### src/rtl/sum_prod_seq.sv
// sum_prod_seq: sequential X0*X1 + X2*X3 + X4*X5 using one shared N x N multiplier.
// Operands are captured on start; three accumulate cycles follow, then a one-cycle done.
// Optional feature: define SUM_PROD_SEQ_ABORT_EN to add an abort input that cancels
// a computation in progress.
//
// state | meaning
// IDLE  | waiting for start, result holds last value
// MUL   | accumulating one operand-pair product per cycle (busy)
// DONE  | result freshly loaded, done pulses for this single cycle
module sum_prod_seq #(
    parameter int N = 4
) (
    input  logic             clk,
    input  logic             rst_n,
    input  logic             start,
`ifdef SUM_PROD_SEQ_ABORT_EN
    input  logic             abort,
`endif
    input  logic [N-1:0]     X [5:0],
    output logic             busy,
    output logic             done,
    output logic [2*N+2:0]   result
);

    localparam int W = 2 * N + 3;

    typedef enum logic [1:0] {
        IDLE = 2'd0,
        MUL  = 2'd1,
        DONE = 2'd2
    } state_t;

    state_t         state;
    logic [N-1:0]   ops [5:0];
    logic [1:0]     idx;
    logic [W-1:0]   acc;

    logic [N-1:0]   mul_a;
    logic [N-1:0]   mul_b;
    logic [2*N-1:0] prod;
    logic [W-1:0]   acc_sum;

    // Select the operand pair for the current index; the single multiplier is shared.
    always_comb begin
        mul_a = ops[0];
        mul_b = ops[1];
        case (idx)
            2'd1: begin
                mul_a = ops[2];
                mul_b = ops[3];
            end
            2'd2: begin
                mul_a = ops[4];
                mul_b = ops[5];
            end
            default: begin
                mul_a = ops[0];
                mul_b = ops[1];
            end
        endcase
    end

    assign prod    = mul_a * mul_b;
    assign acc_sum = acc + {3'b000, prod};

    // Control FSM with registered busy/done and the datapath registers it owns.
    always_ff @(posedge clk or negedge rst_n) begin
        if (!rst_n) begin
            state  <= IDLE;
            busy   <= 1'b0;
            done   <= 1'b0;
            result <= '0;
            acc    <= '0;
            idx    <= 2'd0;
            for (int k = 0; k < 6; k++) begin
                ops[k] <= '0;
            end
        end else begin
            case (state)
                IDLE, DONE: begin
                    done <= 1'b0;
                    if (start) begin
                        for (int k = 0; k < 6; k++) begin
                            ops[k] <= X[k];
                        end
                        acc   <= '0;
                        idx   <= 2'd0;
                        state <= MUL;
                        busy  <= 1'b1;
                    end else begin
                        state <= IDLE;
                        busy  <= 1'b0;
                    end
                end
                MUL: begin
`ifdef SUM_PROD_SEQ_ABORT_EN
                    if (abort) begin
                        state <= IDLE;
                        busy  <= 1'b0;
                        done  <= 1'b0;
                    end else
`endif
                    begin
                        acc <= acc_sum;
                        if (idx == 2'd2) begin
                            // Final pair: publish the completed sum in the same edge.
                            result <= acc_sum;
                            state  <= DONE;
                            busy   <= 1'b0;
                            done   <= 1'b1;
                        end else begin
                            idx <= idx + 2'd1;
                        end
                    end
                end
                default: begin
                    state <= IDLE;
                    busy  <= 1'b0;
                    done  <= 1'b0;
                end
            endcase
        end
    end

endmodule

### config.mk
export PLATFORM = sky130hd
export DESIGN_NAME = sum_prod_seq
export DESIGN_NICKNAME = d
export VERILOG_FILES = /design/src/rtl/sum_prod_seq.sv
export SDC_FILE = /design/constraint.sdc
export NUM_CORES = 1
export LEC_CHECK = 0
export ABC_CLOCK_PERIOD_IN_PS = 7900
export CELL_PAD_IN_SITES_DETAIL_PLACEMENT = 1
export CELL_PAD_IN_SITES_GLOBAL_PLACEMENT = 1
export CORE_MARGIN = 4
export CORE_UTILIZATION = 45
export DETAILED_ROUTE_END_ITERATION = 7
export GPL_TIMING_DRIVEN = 0
export PLACE_DENSITY = 0.91
export SYNTH_ARGS = -nofsm -noshare
export SYNTH_HDL_FRONTEND = slang
export SYNTH_SLANG_ARGS = --single-unit
export TNS_END_PERCENT = 100
### constraint.sdc
create_clock -name clk -period 7.9 [get_ports clk]
set_input_delay 0.79 -clock clk [delete_from_list [all_inputs] [get_ports clk]]
set_output_delay 0.79 -clock clk [all_outputs]
set_load 0.02 [all_outputs]
==> impl.org, run 1 <==
** Worst setup path
- Required time worst endpoint :: 8.07 ns
- Max FO, Critical Path :: 10
- Critical Path Start Type :: flip-flop
- Start of the worst register-to-register path :: idx[0]
- Type of element capturing the critical path :: flip-flop
- Type of the worst setup path :: reg2reg
- Worst setup startpoint :: idx[0]
- Data on the critical path arrives at its endpoint at 5.00 ns.

** Place
- Prior to clock tree synthesis, the placed netlist has a worst setup slack of 3.13 ns.
- In this run the tool buffered the top-level ports with 39 buffer cells.
- Detailed placement finished with a half-perimeter wire length of 5550 um.
- Placed Instances :: 433
- Weighted congestion reported at the end of routability-driven placement :: 0.850

** Timing
- Tcrit/Tclk final :: 61.1%
- In the final timing run, aggregate negative setup slack is 0 ns.
- Setup repair after global routing left no endpoint under its margin.
- At the pin with the least slew margin, the transition time is 0.555 ns.
- Across the routed clock network, the largest skew measured is 0.00710 ns.
- The count of pins over their slew limit was 0.
- Static timing analysis puts the maximum clock frequency at 207 MHz.
- Max-slew headroom at the worst pin :: 63.0%
- Final Hold Violating Endpoints :: 0
- Final setup slack of the worst path :: 3.07 ns
- Setup violations remaining at the end of the flow were counted as 0.
- Min Tclk post-route :: 4.83 ns

** CTS
- Max H-tree Level :: 2
- Clock tree from TritonCTS :: built
- Clock-pin slew was measured on the worst setup and hold paths at 0.09 ns.
- Once the clock tree was built, the resizer swapped 0 gates to a different size.
- Counting the buffers created by CTS gives 5.
- Hold buffer count at cts :: 0
- Post-CTS Setup Bufs :: 0
- Skew-Pair Late Insertion Delay :: 0.31 ns
- Root buffer cell :: sky130_fd_sc_hd__clkbuf_8
- Longest Clk Path Bufs :: 2
- Num Clock Sinks :: 50

** Synth
- The cell count after synthesis came out at 318.
- The synthesized design contains 0 enable-type register cells.
- Yosys Warn Count :: 0
- Most area-hungry cell type in the Yosys netlist :: sky130_fd_sc_hd__dfrtp_1
- Library cells used by synthesis :: 33
- Multiplexer cells account for 1.97% of the synthesized area.
- Counting flops and latches in the post-synthesis netlist gives 50.
- Of the synthesized area, sequential elements account for 43.7%.
- The synthesized netlist devotes 1.83% of its cell area to XOR and XNOR gates.
- Complex-gate fraction of the synthesized area :: 14.1%
- The synthesized netlist devotes 15.0% of its cell area to adder and majority cells.
- The mapped netlist covers 2860 um^2.
- Post-synth net total :: 374
- Cell with the most instances after synthesis :: sky130_fd_sc_hd__nand2_1
- Mapped Avg Cell Area :: 9.01 um^2
- By area the synthesized netlist is led by sky130_fd_sc_hd__dfrtp_1, sky130_fd_sc_hd__nand2_1, sky130_fd_sc_hd__ha_1.
- Top cells by count, synth :: sky130_fd_sc_hd__nand2_1, sky130_fd_sc_hd__dfrtp_1, sky130_fd_sc_hd__nor2_1
- For this run, the leading register cell type out of synthesis is sky130_fd_sc_hd__dfrtp_1.
- Summing the areas of all and, or, nand and nor instances in the mapped netlist gives 18.0% of the synthesized area.
- Share of flip-flops with an asynchronous set or reset :: 100%
- Proportion of netlist area held by the largest area contributor :: 43.7%
- Main combinational cell family by area after synthesis :: simple AND/OR/NAND/NOR gates

** Power and ir drop
- Share of power burned in the clock network :: 10.1%
- Leakage power :: 1.70 nW
- Share of power burned in combinational logic :: 60.5%
- IR analysis of the VDD net gives a maximum drop of 174 uV.
- Of the total power, the share spent switching nets is 47.2%.
- For this design the ratio of total power to cell area is 431 nW/um^2.
- Internal power comes to 0.000784 W.
- Total power for the finished layout comes to 0.00149 W.
- Sw Pwr :: 0.000702 W
- Per report_power, the sequential group accounts for 29.3% of the total.

** Routing
- Number of DRC violations after detailed routing :: 0
- ANT nets after route :: 0
- Across all layers, the routed design uses 2376 vias.
- The final layout contains routed wiring with a total length of 6970 um.
- For this run, the detailed router's first-pass iteration total came to 4.
- Routed wirelength normalized by instance count :: 15.8 um
- Vias per cell :: 5.39
- Number of DRC markers after the initial detailed-route iteration :: 80

** GRT
- The initial antenna violation count came to 0.
- The via count of the first global-routing pass is 2579.
- Global routing consumed, over all layers together, 20.1% of the routing resources.
- Wire length of the first global-routing pass :: 12000 um
- Entering global routing, the biggest net connects 36 pins.
- Overflow left after global routing :: 0

** Die
- Measured along the x axis, the die boundary spans 87.8 um.
- Floorplan core area :: 6060 um^2
- Number of top-level pins :: 40
- Die span in y :: 87.8 um
- Row Count :: 28
- The die covers 7700 um^2.
- The initial utilization of the core area, before any placement, comes to 47.3%.

** Run status
- The flow ran to the end, and the final reports show no timing, DRC or antenna violations.

** Layout
- The repair_antennas step left the layout with diodes totalling 0.
- Final standard cell count with taps included and fillers excluded :: 441
- In the final layout, the share of cells above drive strength 1 is 8.47%.
- Fill cell instance count of the final layout :: 701
- Growth of design area from synthesis to finish :: 20.4%
- Final net count :: 421

** Run
- Max-cap violations in this run came to 0.

** Min path
- Tightest Hold Check Type :: in2async
==> flip-flops by register name (all words and copies together) (netlist names) <==
name	count
acc	11
result	11
ops	24
done	1
idx	2
state	1
==> power groups by stage <==
stage / clock network [W] / logic [W] / registers [W]
after global routing: 0.000167 / 0.00101 / 0.000449
after detailed placement: 0 / 0.000899 / 0.000441
after CTS: 0.000157 / 0.000910 / 0.000436
final: 0.000151 / 0.000900 / 0.000436
after global placement: 0 / 0.000849 / 0.000432
after floorplan: 0 / 0.000605 / 0.000449
==> critical path, stage by stage (launching register included) <==
cell                       delay (ns)
sky130_fd_sc_hd__dfrtp_1         0.41
sky130_fd_sc_hd__inv_1           0.09
sky130_fd_sc_hd__ha_1            0.22
sky130_fd_sc_hd__buf_2           0.24
sky130_fd_sc_hd__a22oi_1         0.11
sky130_fd_sc_hd__nor2_1          0.15
sky130_fd_sc_hd__a21oi_1         0.12
sky130_fd_sc_hd__or2_2           0.34
sky130_fd_sc_hd__fa_1            0.47
sky130_fd_sc_hd__fa_1            0.51
sky130_fd_sc_hd__fa_1            0.52
sky130_fd_sc_hd__inv_1           0.04
sky130_fd_sc_hd__ha_1            0.38
sky130_fd_sc_hd__a211oi_1        0.37
sky130_fd_sc_hd__o21ai_0         0.17
sky130_fd_sc_hd__a21oi_1         0.19
sky130_fd_sc_hd__xor2_1          0.27
sky130_fd_sc_hd__o21ai_0         0.11
==> cells by family (layout without fill, tap and decap cells) <==
group	count (synthesis)	count (layout)
compound gates	61	61
xor+xnor	6	6
fa+ha+maj	29	29
buf+inv	39	87
flops	50	50
mux	5	5
simple gates	128	128
==> path summary, 6_finish.rpt <==
| path | end | slack, ns | cells after the start |
|---|---|---|---|
| worst max register to register | acc[7] | 3.07 | 17 |
| min in group clk | ops[14] | 0.49 | 2 |
| worst min-delay path | result[9] | 0.40 | 1 |
| max in group asynchronous | ops[7] | 6.98 | 2 |
| worst max-delay path | acc[7] | 3.07 | 17 |
| worst min register to register | ops[14] | 0.49 | 2 |
==> per-stage QoR <==
| step | cell area [um^2] | utilization (%) | hold slack [ns] |
|---|---|---|---|
| after global routing | 3450 | 56.9 | 0.399 |
| after global placement | 3350 | 55.2 | 0.460 |
| after floorplan | 2860 | - | 0.446 |
| final | 3450 | 56.9 | 0.396 |
| after CTS | 3450 | 56.9 | 0.404 |
| after detailed placement | 3360 | 55.5 | 0.471 |
==> layout make-up <==
class,instances,area [um^2],share of cell area (%)
Buffer,14,60.1,1.74
Clock buffer,6,72.6,2.10
Inverter,25,93.8,2.72
Clock inverter,2,13.8,0.399
Tap cell,75,93.8,2.72
Multi-Input combinational cell,229,1460,42.3
Timing Repair Buffer,40,405,11.8
Sequential cell,50,1250,36.3
==> placed cells by master (no fill, tap or decap), drive strengths merged, types with 2 or more instances in the layout <==
cell	Yosys	routed
fa	9	9
nand2	87	87
a22o	5	5
nor2	28	28
clkdlybuf4s50	0	38
clkbuf	8	14
xor2	6	6
nor2b	2	2
o211ai	2	2
clkinv	0	2
o31ai	3	3
nand2b	2	2
inv	25	25
o21ai	18	18
dfrtp	50	50
a22oi	8	8
a21o	2	2
a31oi	3	3
a211oi	4	4
a21oi	14	14
or2	5	5
ha	20	20
buf	6	8
mux2	5	5
==> layer usage <==
| layer | vias to the layer above | routed length (um) | GRT usage [%] |
|---|---|---|---|
| li1 | 1133 | - | - |
| met1 | 1193 | 2830 | 22.9 |
| met2 | 38 | 3750 | 37.2 |
| met3 | 12 | 239 | 3.76 |
| met4 | 0 | 155 | 6.97 |
| met5 | - | 0 | 0 |
Note: power is estimated with default switching activity, not from simulation.
==> run 2: changes to the inputs <==
ABC_CLOCK_PERIOD_IN_PS = 4590   (was 7900)
CORE_UTILIZATION = 42   (was 45)
PLACE_DENSITY = 0.86   (was 0.91)
clock period = 4.59 ns   (was 7.9 ns; I/O delays follow)
==> impl.org, run 2 (synthesis results as in run 1) <==
** Timing
- Final setup vio count :: 0 (unchanged)
- The setup TNS after final layout was 0 ns (unchanged).
- Final setup slack of the worst path :: 0.185 ns (was 3.07 ns)
- The post-route minimum period is 4.41 ns (was 4.83 ns).
- Tcrit/Tclk final :: 96.0% (was 61.1%)
- Final Hold Violating Endpoints :: 0 (unchanged)
- The max-slew headroom at the worst pin came to 62.8% (was 63.0%).
- The measured slew at the worst slew-check pin came to 0.557 ns (was 0.555 ns).
- The worst setup skew after layout was 0.00953 ns (was 0.00710 ns).
- The count of pins over their slew limit came to 0 (unchanged).
- The fmax came to 227 MHz (was 207 MHz).
- Unrepaired setup endpoints after global routing: false (unchanged).

** Routing
- The vias after detailed routing was 2349 (was 2376).
- Highest layer used for signal routing :: met4 (unchanged)
- Amount of wire on met3 after detailed routing :: 185 um (was 239 um)
- The total DRC errors in the routed layout was 0 (unchanged).
- The average wire per cell in the routed design was 15.9 um (was 15.8 um).
- The sum of routed wire length over all layers was 7050 um (was 6970 um).
- The first-iteration detailed-routing DRC count came to 75 (was 80).
- The wire length the detailed router placed on met1 was 3070 um (was 2830 um).
- The routed wire length on met2 is 3700 um (was 3750 um).
- TritonRoute pass-1 iters :: 4 (unchanged)
- The post-route antenna net violation count is 0 (unchanged).
- Vias per cell :: 5.31 (was 5.39)

** Worst setup path
- The nature of the critical path endpoint was a flip-flop (unchanged).
- CP cell instances :: inv_2 > ha_2 > buf_4 > buf_6 > nor2_2 > a21oi_2 > or2_2 > fa_1 > fa_1 > fa_1 > inv_1 > ha_4 > o21ai_2 > nor2_2 > a31oi_2 > and3_1 > o31ai_2 (was inv_1 > ha_1 > buf_2 > a22oi_1 > nor2_1 > a21oi_1 > or2_2 > fa_1 > fa_1 > fa_1 > inv_1 > ha_1 > a211oi_1 > o21ai_0 > a21oi_1 > xor2_1 > o21ai_0)
- Cell with the largest stage delay on the worst path :: sky130_fd_sc_hd__fa_1 (unchanged)
- The most prevalent standard cell on the critical path was sky130_fd_sc_hd__fa_1 (unchanged).
- The stage delay of the slowest cell on the critical path is 0.53 ns (was 0.52 ns).
- The sort of element at the start of the critical path is a flip-flop (unchanged).
- The worst path arrival time is 4.62 ns (was 5.00 ns).
- The required arrival time at the worst endpoint was 4.81 ns (was 8.07 ns).
- The startpoint-to-endpoint class of the critical path is reg2reg (unchanged).
- The maximum fanout along the worst path came to 10 (unchanged).

** CTS
- Number of clock buffers inserted by TritonCTS :: 5 (unchanged)
- The cell chosen for the clock root was sky130_fd_sc_hd__clkbuf_8 (unchanged).
- The TritonCTS clock tree was built (unchanged).
- Max H-tree Level :: 2 (unchanged)
- The clock sink count came to 50 (unchanged).
- Clock edge transition at the registers on the reported setup and hold paths :: 0.10 ns (was 0.09 ns)
- Skew-Pair Late Insertion Delay :: 0.31 ns (about the same)
- Longest Clk Path Bufs :: 2 (unchanged)

** Layout
- Commonest cells after routing, fill and taps aside :: sky130_fd_sc_hd__nand2_1, sky130_fd_sc_hd__dfrtp_1, sky130_fd_sc_hd__clkdlybuf4s50_1, sky130_fd_sc_hd__nor2_1, sky130_fd_sc_hd__inv_1 (unchanged)
- Final Instance Area :: 3540 um^2 (was 3450 um^2)
- The number of antenna cells inserted is 0 (unchanged).
- Share of final-layout standard cells stronger than drive strength 1 :: 12.3% (was 8.47%)
- The post-layout instance count excluding filler cells came to 442 (was 441).
- Largest registers in the final layout :: ops (24), acc (11), result (11) (unchanged)
- The register with the most flip-flops is ops (unchanged).
- The signed area change from the synthesized netlist to the final layout is 23.6% (was 20.4%).
- The number of fillers in the final layout is 748 (was 701).
- The leading cell type in the layout, fill and taps excluded is sky130_fd_sc_hd__nand2_1 (unchanged).
- The post-layout net count was 420 (was 421).
- The number of flip-flops in the largest register is 24 (unchanged).

** Place
- The weighted congestion at the end of routability-driven global placement was 0.821 (was 0.850).
- The cell count after placement was 435 (was 433).
- Half-perimeter wire length after detailed placement :: 5450 um (was 5550 um)
- The count of buffers from port buffering came to 39 (unchanged).
- The setup slack at placement was -0.270 ns (was 3.13 ns).
- Instance area after placement :: 3370 um^2 (was 3360 um^2)

** Run
- Max capacitance violation total :: 0 (unchanged)

** Die
- The core area is 6490 um^2 (was 6060 um^2).
- Initial core utilization :: 44.1% (was 47.3%)
- Die span in y :: 90.6 um (was 87.8 um)
- The I/O pin count is 40 (unchanged).
- DIE WIDTH :: 90.6 um (was 87.8 um)
- Die footprint :: 8200 um^2 (was 7700 um^2)
- Row Count :: 29 (was 28)

** GRT
- The global-route wire length before repair is 12300 um (was 12000 um).
- The all-layer global routing usage is 18.1% (was 20.1%).
- Pin count of the biggest net entering global routing :: 35 (was 36)
- Number of global-route vias before repair :: 2666 (was 2579)
- Overflow left after global routing :: 0 (unchanged)
- Antenna violations before repair :: 0 (unchanged)

** Power and ir drop
- The ratio of total power to cell area was 782 nW/um^2 (was 431 nW/um^2).
- The highest ir drop seen on vdd is 434 uV (was 174 uV).
- The static leakage was 1.71 nW (was 1.70 nW).
- The sum of internal, switching and leakage power came to 0.00277 W (was 0.00149 W).

** Run status
- Status :: finished, final reports clean (unchanged)

** Min path
- Tightest Hold Check Type :: in2async (unchanged)
run 2: per-layer routing:
metal | vias up | global-route usage [%]
li1 | 1127 | -
met1 | 1169 | 21.9
met2 | 40 | 33.2
met3 | 13 | 2.83
met4 | 0 | 4.85
met5 | - | 0
run 2: path summary, 6_finish.rpt:
path | depth (start not counted) | to | slack, ns | start
worst max register to register | 17 | result[10] | 0.18 | idx[0]
worst min register to register | 2 | result[9] | 0.48 | result[9]
min in group clk | 2 | result[9] | 0.48 | result[9]
max in group asynchronous | 2 | ops[3] | 3.98 | rst_n
worst max-delay path | 17 | result[10] | 0.18 | idx[0]
worst min-delay path | 1 | acc[6] | 0.08 | rst_n
run 2: layout make-up:
class                   instances  area [um^2]  share of cell area (%)
clock buffers                   6         82.6                    2.33
multi-input cells             229         1520                    43.0
clock inverters                 2         16.3                   0.459
repair buffers                 40          405                    11.4
plain buffers                  13         71.3                    2.01
well taps                      77         96.3                    2.72
inverters                      25         93.8                    2.65
flip-flops and latches         50         1250                    35.3
run 2: power by group:
group | total (W) | leakage (nW) | internal, W | switching (W)
logic | 0.00173 | 1.03 | 0.000705 | 0.00103
registers | 0.000750 | 0.636 | 0.000632 | 0.000118
clock network | 0.000287 | 0.0478 | 0.000125 | 0.000163
total | 0.00277 | 1.71 | 0.00146 | 0.00131
run 2: worst max-delay path: cells and delay by family (launching register included):
kind	cells	cell delay (ns)
fa+ha+maj	5	2.09
simple gates	4	0.83
compound gates	4	0.52
buf+inv	4	0.44
flops	1	0.42
run 2: what timing repair did:
action | CTS | global route
gates resized for setup | 8 | 18
setup buffers | 0 | 0
setup endpoints to repair | 10 | 13
hold buffers | 0 | 0
endpoints found under the hold margin | 0 | 0
pin swaps | 3 | 7
run 2: stage by stage:
| step | hold slack [ns] | utilization, % |
|---|---|---|
| 2_1_floorplan | 0.163 | - |
| 3_3_place_gp | 0.459 | 51.6 |
| 3_5_place_dp | 0.425 | 51.8 |
| 4_1_cts | 0.0829 | 53.7 |
| 5_1_grt | 0.109 | 54.5 |
| 6_report | 0.0797 | 54.5 |
==> run 3: changes to the inputs <==
MAX_ROUTING_LAYER = met4   (was default)
SLEW_MARGIN = 15   (was default)
==> impl.org, run 3 (synthesis results as in run 1) <==
** Run status
- Status: finished, final reports clean (unchanged).

** Timing
- The post-route minimum period was 4.41 ns (about the same).
- The fmax came to 227 MHz (about the same).
- Max-slew violation count :: 0 (unchanged)
- Tcrit/Tclk final :: 96.0% (about the same)
- The count of final hold-check violations came to 0 (unchanged).
- The measured slew at the worst slew-check pin is 0.559 ns (was 0.557 ns).
- Unrepaired setup endpoints after global routing :: false (unchanged)
- Max-slew headroom at the worst pin :: 62.7% (was 62.8%)
- Clock skew :: 0.00946 ns (was 0.00953 ns)
- Final setup slack of the worst path :: 0.185 ns (about the same)
- The count of final setup violators was 0 (unchanged).

** Power and ir drop
- The highest ir drop seen on vdd came to 433 uV (was 434 uV).
- Leakage power :: 1.71 nW (unchanged)
- The sum of internal, switching and leakage power was 0.00277 W (about the same).
- Power per cell area :: 783 nW/um^2 (was 782 nW/um^2)

** Die
- The core area came to 6490 um^2 (unchanged).
- Row Count :: 29 (unchanged)
- DIE WIDTH :: 90.6 um (unchanged)
- Die footprint :: 8200 um^2 (unchanged)
- The chip height came to 90.6 um (unchanged).
- The I/O pin count came to 40 (unchanged).
- The starting density of the core was 44.1% (unchanged).

** Layout
- The register with the most flip-flops was ops (unchanged).
- Final net count :: 420 (unchanged)
- The number of flip-flops in the largest register was 24 (unchanged).
- The leading cell type in the layout, fill and taps excluded was sky130_fd_sc_hd__nand2_1 (unchanged).
- Largest registers in the final layout :: ops (24), acc (11), result (11) (unchanged)
- Share of final-layout standard cells stronger than drive strength 1 :: 12.3% (unchanged)
- Antenna diode instance count :: 0 (unchanged)
- Final Instance Area :: 3540 um^2 (unchanged)
- The number of fillers in the final layout is 748 (unchanged).
- The footprint of the flip-flops and latches is 1250 um^2 (unchanged).
- Growth of design area from synthesis to finish :: 23.6% (unchanged)
- The area taken by multi-input logic gates came to 1520 um^2 (unchanged).
- Commonest cells after routing, fill and taps aside: sky130_fd_sc_hd__nand2_1, sky130_fd_sc_hd__dfrtp_1, sky130_fd_sc_hd__clkdlybuf4s50_1, sky130_fd_sc_hd__nor2_1, sky130_fd_sc_hd__inv_1 (unchanged).

** GRT
- Antenna violations before repair :: 0 (unchanged)
- The maximum number of pins on one net before global-route repair is 35 (unchanged).
- Overflow left after global routing :: 0 (unchanged)
- Wire length of the first global-routing pass :: 12300 um (about the same)
- Number of global-route vias before repair :: 2664 (was 2666)
- Aggregate global-route resource usage :: 18.7% (was 18.1%)

** CTS
- Num Clock Sinks :: 50 (unchanged)
- The setup fix buffers added after clock tree synthesis came to 0 (unchanged).
- Number of clock buffers inserted by TritonCTS :: 5 (unchanged)
- The number of buffers inserted by hold repair at cts came to 0 (unchanged).
- Longest Clk Path Bufs :: 2 (unchanged)
- The cell chosen for the clock root was sky130_fd_sc_hd__clkbuf_8 (unchanged).
- The number of H-tree branching levels was 2 (unchanged).
- The TritonCTS clock tree was built (unchanged).
- Skew-Pair Late Insertion Delay :: 0.31 ns (about the same)
- Clock edge transition at the registers on the reported setup and hold paths :: 0.10 ns (about the same)

** Worst setup path
- The maximum fanout along the worst path came to 10 (unchanged).
- Critical Path Start Type :: flip-flop (unchanged)
- CP cell instances :: inv_2 > ha_2 > buf_4 > buf_6 > nor2_2 > a21oi_2 > or2_2 > fa_1 > fa_1 > fa_1 > inv_1 > ha_4 > o21ai_2 > nor2_2 > a31oi_2 > and3_1 > o31ai_2 (unchanged)
- The most prevalent standard cell on the critical path is sky130_fd_sc_hd__fa_1 (unchanged).
- Required time worst endpoint :: 4.81 ns (about the same)
- The worst setup slack for register-to-register paths came to 0.18 ns (about the same).
- The stage delay of the slowest cell on the critical path was 0.53 ns (about the same).
- Top Family by Delay on Critical Path :: adder cells (unchanged)
- The endpoint of the worst-slack reg-to-reg timing path was result[10] (unchanged).
- Number of cells traversed by the worst register-to-register path :: 17 (unchanged)
- Worst path arrival time :: 4.62 ns (about the same)
- Type of element capturing the critical path :: flip-flop (unchanged)
- Cell with the largest stage delay on the worst path :: sky130_fd_sc_hd__fa_1 (unchanged)
- Start of the worst register-to-register path :: idx[0] (unchanged)
- The count of buffering cells on the critical path with inverters included was 4 (unchanged).
- Type of the worst setup path :: reg2reg (unchanged)

** Routing
- Routed wirelength normalized by instance count :: 16.0 um (was 15.9 um)
- The number of detailed-routing iterations run before antenna repair was 4 (unchanged).
- The post-route antenna net violation count is 0 (unchanged).
- The sum of routed wire length over all layers is 7050 um (about the same).
- Vias per cell :: 5.29 (was 5.31)
- The first-iteration detailed-routing DRC count was 84 (was 75).
- Number of DRC violations after detailed routing :: 0 (unchanged)
- The vias after detailed routing is 2339 (was 2349).

** Run
- Max capacitance violation total :: 0 (unchanged)

** Place
- Number of port buffers :: 39 (unchanged)
- Half-perimeter wire length after detailed placement :: 5450 um (unchanged)
- Weighted congestion reported at the end of routability-driven placement :: 0.834 (was 0.821)
- The total placed instance area is 3370 um^2 (unchanged).
- The setup slack at placement came to -0.270 ns (unchanged).

** Min path
- The class of the worst hold path is in2async (unchanged).
## run 3: cell counts in the layout (fill, tap and decap cells not counted)
Identical to the previous run, type by type.
## run 3: layout make-up
cell class,count,share of cell area [%]
timing repair buffer,40,11.4
tap,77,2.72
buffer,13,2.01
inverter,25,2.65
multi-input combinational,229,43.0
sequential,50,35.3
clock inverter,2,0.459
clock buffer,6,2.33
## run 3: power breakdown
group | internal [W] | switching (W) | total, W
sequential | 0.000632 | 0.000117 | 0.000749
clock | 0.000125 | 0.000164 | 0.000288
combinational | 0.000705 | 0.00103 | 0.00173
## run 3: timing repair
item	CTS	global route
endpoints found under the hold margin	0	0
pin swaps	3	7
endpoints found under the setup margin	10	13
resized for setup	8	18
## run 3: per-layer routing
metal  GRT usage [%]  share of wire, %
met1            22.1                44
met2            33.2                52
met3            2.83               2.5
met4            4.85               1.4
met5               -                 0
## run 3: worst max-delay path by stage
| stage | start | slack, ns | cells after the start | end |
|---|---|---|---|---|
| 2_1_floorplan | idx[0] | 0.36 | 16 | acc[7] |
| 3_3_place_gp | idx[0] | -0.09 | 16 | acc[7] |
| 3_5_place_dp | idx[1] | -0.27 | 17 | result[7] |
| 4_1_cts | idx[0] | 0.01 | 17 | result[7] |
| 5_1_grt | idx[0] | 0.04 | 17 | result[10] |
| 6_report | idx[0] | 0.18 | 17 | result[10] |
## run 3: metrics by stage
step	utilization (%)	cells	setup TNS [ns]	hold slack (ns)
CTS	53.7	442	0	0.0829
global placement	51.6	434	-0.172	0.459
global route	54.5	442	0	0.109
floorplan	-	318	0	0.163
finish	54.5	442	0	0.0780
detailed placement	51.8	435	-0.837	0.425
